$ cat src/rtl/johnson_seq_counter.sv
// Johnson (twisted-ring) counter, 2*WIDTH states: enable, up/down, clear, indexed load, index decode, tc/err flags.
// Latency: count/err update one edge after the inputs are sampled, idx/tc are combinational from count; no backpressure.
module johnson_seq_counter #(
  parameter int               WIDTH   = 3,
  parameter logic [WIDTH-1:0] RST_VAL = '0
) (
  input  logic                           clk,
  input  logic                           rst,
  input  logic                           clr,
  input  logic                           en,
  input  logic                           dir,
  input  logic                           load,
  input  logic [$clog2(2*WIDTH)-1:0]     load_idx,
  output logic [WIDTH-1:0]               count,
  output logic [$clog2(2*WIDTH)-1:0]     idx,
  output logic                           tc,
  output logic                           err
);

  localparam int IDXW   = $clog2(2*WIDTH);
  localparam int SEQLEN = 2*WIDTH;

  // Index i fills ones from the LSB for i<=WIDTH, then clears them from the LSB.
  function automatic logic [WIDTH-1:0] pattern(input int i);
    logic [WIDTH-1:0] p;
    for (int b = 0; b < WIDTH; b++) begin
      p[b] = (i <= WIDTH) ? (b < i) : (b >= i - WIDTH);
    end
    return p;
  endfunction

  logic             legal;
  logic             load_ok;
  logic [WIDTH-1:0] nxt_up;
  logic [WIDTH-1:0] nxt_dn;

  always_comb begin
    legal = 1'b0;
    idx   = '0;
    for (int i = 0; i < SEQLEN; i++) begin
      if (count == pattern(i)) begin
        legal = 1'b1;
        idx   = IDXW'(i);
      end
    end
  end

  assign nxt_up  = {count[WIDTH-2:0], ~count[WIDTH-1]};
  assign nxt_dn  = {~count[0], count[WIDTH-1:1]};
  assign load_ok = (int'(load_idx) < SEQLEN);

  assign tc = ~rst & en & ~clr & ~load & legal &
              (dir ? (idx == IDXW'(SEQLEN-1)) : (idx == '0));

  // Illegal-state recovery outranks every control so a corrupted ring never persists.
  always_ff @(posedge clk or posedge rst) begin
    if (rst) begin
      count <= RST_VAL;
      err   <= 1'b0;
    end else if (!legal) begin
      count <= '0;
      err   <= 1'b1;
    end else if (clr) begin
      count <= '0;
      err   <= 1'b0;
    end else if (load) begin
      if (load_ok) begin
        count <= pattern(int'(load_idx));
        err   <= 1'b0;
      end else begin
        err   <= 1'b1;
      end
    end else if (en) begin
      count <= dir ? nxt_up : nxt_dn;
      err   <= 1'b0;
    end else begin
      err   <= 1'b0;
    end
  end

endmodule
$ cat config.mk
export PLATFORM = sky130hd
export DESIGN_NAME = johnson_seq_counter
export DESIGN_NICKNAME = d
export VERILOG_FILES = /design/src/rtl/johnson_seq_counter.sv
export SDC_FILE = /design/constraint.sdc
export NUM_CORES = 1
export LEC_CHECK = 0
export CELL_PAD_IN_SITES_DETAIL_PLACEMENT = 0
export CELL_PAD_IN_SITES_GLOBAL_PLACEMENT = 2
export CORE_UTILIZATION = 26
export CTS_BUF_LIST = sky130_fd_sc_hd__clkbuf_8
export CTS_CLUSTER_DIAMETER = 40
export CTS_CLUSTER_SIZE = 8
export DETAILED_ROUTE_END_ITERATION = 8
export PLACE_DENSITY = 0.85
export SETUP_SLACK_MARGIN = 0.3
export SLEW_MARGIN = 20
export SYNTH_ARGS = -nofsm -noshare
export SYNTH_HDL_FRONTEND = slang
export SYNTH_SLANG_ARGS = --single-unit
$ cat constraint.sdc
create_clock -name clk -period 3.6 [get_ports clk]
set_input_delay 0.72 -clock clk [delete_from_list [all_inputs] [get_ports clk]]
set_output_delay 0.72 -clock clk [all_outputs]
set_load 0.02 [all_outputs]
Yosys cells after proc, flatten, opt, wreduce, memory -nomap -nowiden
Index checks and enable logic that the tools add are counted.
W data, S select, Z words.
{"block": "op_classes", "add_sub_neg": 1, "n_lt_le_gt_ge": 8, "eq_ne": 8, "n_mux": 25, "n_bitwise": 10, "n_reduce_logical": 3}
{"operator": "$mux W3", "n": 10}
{"operator": "$mux W1", "n": 15}
{"operator": "$eq A3 B3 Y1 const B", "n": 4}
{"operator": "$logic_not A3 Y1", "n": 2}
{"operator": "$lt A1 B3 Y1 const A", "n": 2}
{"operator": "$and A1 B1 Y1", "n": 5}
{"operator": "$not A1 Y1", "n": 5}
{"operator": "$ge A1 B4 Y1 const A", "n": 1}
{"operator": "$ge A2 B4 Y1 const A", "n": 1}
{"operator": "$ge A3 B4 Y1 const A", "n": 1}
{"operator": "$ne A4 B3 Y1 const B", "n": 1}
{"operator": "$ne A4 B4 Y1 const B", "n": 1}
{"operator": "$sub A3 B2 Y4 const B", "n": 1}
{"operator": "$eq A3 B1 Y1 const B", "n": 1}
{"operator": "$eq A3 B2 Y1 const B", "n": 1}
{"operator": "$le A3 B2 Y1 const B", "n": 1}
{"operator": "$lt A2 B3 Y1 const A", "n": 1}
{"operator": "$lt A3 B3 Y1 const B", "n": 1}
{"operator": "$reduce_and A2 Y1", "n": 1}
{"block": "word_totals", "reg_bits": 4, "input_bits": 9, "output_inout_bits": 8}

Longest topological paths before layout
{"block": "depth", "ltp_word": 9, "depth_mapped": 6, "mapped_depth_nobuf": 6}

Least setup slack after synthesis
OpenSTA, ideal clock, no wires.
{"block": "synth_timing", "kind": "input-to-output", "from": "input port dir", "to": "output port tc", "arrival_time_ns": 1.362, "setup_slack_ns": 1.518, "stages": 3, "cell_sequence": "clkbuf_1 xnor2_1 and4_1"}
{"block": "synth_via", "elab_chain_cells": 2}
{"element": "start, declared", "line": "11", "rtl": "input logic dir,"}
{"element": "$mux W1", "line": "53", "rtl": "(dir ? (idx == IDXW'(SEQLEN-1)) : (idx == '0));"}
{"element": "$and A1 B1 Y1", "line": "52", "rtl": "assign tc = ~rst & en & ~clr & ~load & legal &"}
{"element": "end, declared", "line": "16", "rtl": "output logic tc,"}
No other way between the ends.

Worst setup path in the final report
{"block": "layout_timing", "from": "input port load", "to": "output port tc"}
{"block": "layout_via", "elab_chain_cells": 4}
{"element": "start, declared", "line": "12", "rtl": "input logic load,"}
{"element": "$not A1 Y1", "line": "52"}
{"element": "$and A1 B1 Y1 (3 in series)", "line": "52"}
No other way between the ends.

==> qor.yml <==
synthesis:
  syn-cell-area_um2: 443
  syn_inst: 52
  synth.distinct_cells: 30
  ys_ff_latch: 4
  syn_nets: 64
  yosysWarnings: 0
  synth_seq_area_share: 0.226
  postSynthAreaPerCell_um2: 8.52
sta:
  setup_tns_ns: 0
  maxSlewHeadroom: 0.757
  slew_violations: 0
  finalHoldViolations: 0
  period_share: 0.860
  finalSetupViolations: 0
  tightest_slew_ns: 0.364
  fmax_mhz: 323
  rsz0062_at_grt: "no"
  finalCriticalPeriod_ns: 3.10
  fin_skew_ns: 0.00356
floorplan:
  start_util: 0.287
  rows: 14
  die_area_um2: 1870
  coreArea_um2: 1540
  die_h_um: 43.3
  chipWidth_um: 43.3
  pin_count: 17
clock_network:
  cts.path.max_buffers: 2
  insertion_delay_ns: 0.22
  cts_hold_buf: 0
  cts_setup_buffers: 0
  clock_sinks: 4
  ctsResizeCount: 0
  root_buffer: "clkbuf_8"
  htreeDepth: 1
  cts_buffers: 3
  cts.clk_slew.worst_paths_ns: 0.03
  cts_tree: "built"
pwr:
  power_density_nw_per_um2: 387
  comb_power_share: 0.355
  internal-power_uw: 168
  ir_drop_uv: 268
  p_clk_frac: 0.390
  seq_power_share: 0.255
  p_leak_uw: 0.000265
  p_sw_frac: 0.311
  p_sw_uw: 76.0
finish:
  antenna_cells: 0
  nFillCells: 168
  stdcell_count: 83
  layout-drive-gt1-share: 0.134
  fin_nets: 81
  area_growth_pct: 42.4
placement:
  port_buffers: 16
  numPlacedInstances: 80
  place_hpwl_um: 715
  place_congestion: 0.761
critical_path:
  path_class: "in -> out"
  critPathLaunchType: "input pin"
  cp_slowest_cell: "clkdlybuf4s50_1"
  crit_start: "load"
  max_stage_delay_ns: 0.60
  cp.required_ns: 2.88
  arrival_ns: 2.38
  r2r_start: "count[2]"
  crit_chain: "clkdlybuf4s50_1 -> nor4_1 -> and4_1 -> clkdlybuf4s50_1"
  critical_path_peak_fanout: 11
  worst_setup_path_end_kind: "output pin"
  cpMostUsedCell: "clkdlybuf4s50_1"
global_routing:
  grt_pass1_wl_um: 1570
  grt_pass1_vias: 366
  gr-usage-all-layers: 0.120
  antenna_found_initial: 0
  grt_max_degree: 13
  grt-ovfl-total: 0
detailed_routing:
  drt_wl_total_um: 973
  drtAntennaViolNets: 0
  viasPerCell: 5.14
  wire_per_inst_um: 11.7
  drc: 0
  vias: 427
  firstDrtPassIters: 4
  drt-initial-drc-count: 16
outcome:
  outcome: "finished clean"
min_path:
  hold_path_class: "in -> async"
run:
  drv_cap: 0
final timing paths:
check | endpoint | depth (start not counted) | slack (ns)
max | tc | 4 | 0.50
min | count[0] | 2 | 0.69
max reg2reg | count[1] | 4 | 2.19
min reg2reg | count[1] | 1 | 0.73
max in group asynchronous | err | 2 | 2.74
min in group clk | count[1] | 1 | 0.73
layout make-up:
cell class	count	area, µm²	area share
Multi-Input combinational cell	42	302	0.478
Timing Repair Buffer	16	160	0.254
Sequential cell	4	100	0.159
Clock buffer	3	41.3	0.0655
Tap cell	16	20.0	0.0317
Inverter	2	7.51	0.0119
power groups by stage:
| stage | registers [µW] | logic, µW | clock network (µW) |
|---|---|---|---|
| floorplan | 63.2 | 53.5 | 0 |
| global placement | 63.1 | 87.1 | 0 |
| detailed placement | 62.8 | 87.1 | 0 |
| CTS | 62.3 | 87.7 | 96.4 |
| global route | 63.9 | 93.9 | 101 |
| finish | 62.2 | 86.8 | 95.1 |
metrics by stage:
step | hold slack (ns) | setup WS [ns] | util | cell area [µm²] | power, µW
global route | 0.730 | 0.427 | 0.409 | 631 | 259
CTS | 0.689 | 0.502 | 0.409 | 631 | 246
finish | 0.693 | 0.503 | 0.409 | 631 | 244
global placement | 0.738 | 0.510 | 0.382 | 589 | 150
floorplan | 0.491 | 1.52 | - | 443 | 117
detailed placement | 0.739 | 0.502 | 0.382 | 589 | 150
flip-flops by register name, summed over array words and instances, names as in the netlist:
| register | flops |
|---|---|
| count | 3 |
| err | 1 |
worst max-delay path: cells and delay by family:
kind | cells | cell delay, ns
AND/OR/NAND/NOR | 2 | 0.48
buffers and inverters | 2 | 1.17
cells in the mapped netlist:
cell / count / share of area
a211oi_1: 1 / 0.017
a211oi_2: 1 / 0.028
a21o_1: 1 / 0.017
a21oi_1: 2 / 0.023
a32o_1: 1 / 0.023
a32o_2: 2 / 0.051
and2_1: 1 / 0.014
and2b_4: 1 / 0.023
and4_1: 1 / 0.020
buf_4: 1 / 0.017
buf_6: 2 / 0.051
clkbuf_1: 1 / 0.0085
dfrtp_1: 4 / 0.23
ha_1: 3 / 0.085
inv_1: 1 / 0.0085
inv_2: 1 / 0.0085
mux2i_1: 1 / 0.023
nand2_1: 3 / 0.025
nand2b_1: 2 / 0.028
nand3_1: 2 / 0.023
nand4b_1: 1 / 0.020
nor2_1: 2 / 0.017
nor2b_1: 3 / 0.042
nor3_1: 2 / 0.023
nor3b_2: 1 / 0.028
nor4_1: 1 / 0.014
o21ai_0: 5 / 0.056
o22ai_1: 2 / 0.028
o31ai_1: 2 / 0.034
xnor2_1: 1 / 0.020
layer usage:
metal	GRT usage	vias up	share of wire
li1	-	224	-
met1	0.144	183	0.47
met2	0.152	15	0.42
met3	0.0596	5	0.077
met4	0.109	0	0.036
met5	0	-	0
cells in the final DEF (no fill, tap or decap):
| master | count |
|---|---|
| clkdlybuf4s50_1 | 16 |
| o21ai_0 | 5 |
| dfrtp_1 | 4 |
| nor2b_1 | 3 |
| nand2_1 | 3 |
| ha_1 | 3 |
| clkbuf_8 | 3 |
| o31ai_1 | 2 |
| nand2b_1 | 2 |
| nor3_1 | 2 |
| o22ai_1 | 2 |
| nand3_1 | 2 |
| nor2_1 | 2 |
| a32o_2 | 2 |
| a21oi_1 | 2 |
| nand4b_1 | 1 |
| inv_2 | 1 |
| nor3b_2 | 1 |
| a211oi_2 | 1 |
| and2b_4 | 1 |
| a32o_1 | 1 |
| mux2i_1 | 1 |
| and2_1 | 1 |
| inv_1 | 1 |
| nor4_1 | 1 |
| xnor2_1 | 1 |
| and4_1 | 1 |
| a21o_1 | 1 |
| a211oi_1 | 1 |
cell families after synthesis:
kind of cell    count (synthesis)  share of synthesized area
mux                             1                     0.0226
compound gates                 17                      0.277
xor+xnor                        1                     0.0198
flops                           4                      0.226
fa+ha+maj                       3                     0.0848
simple gates                   20                      0.277
buf+inv                         6                     0.0932
Power figures use the tool's default switching activity.
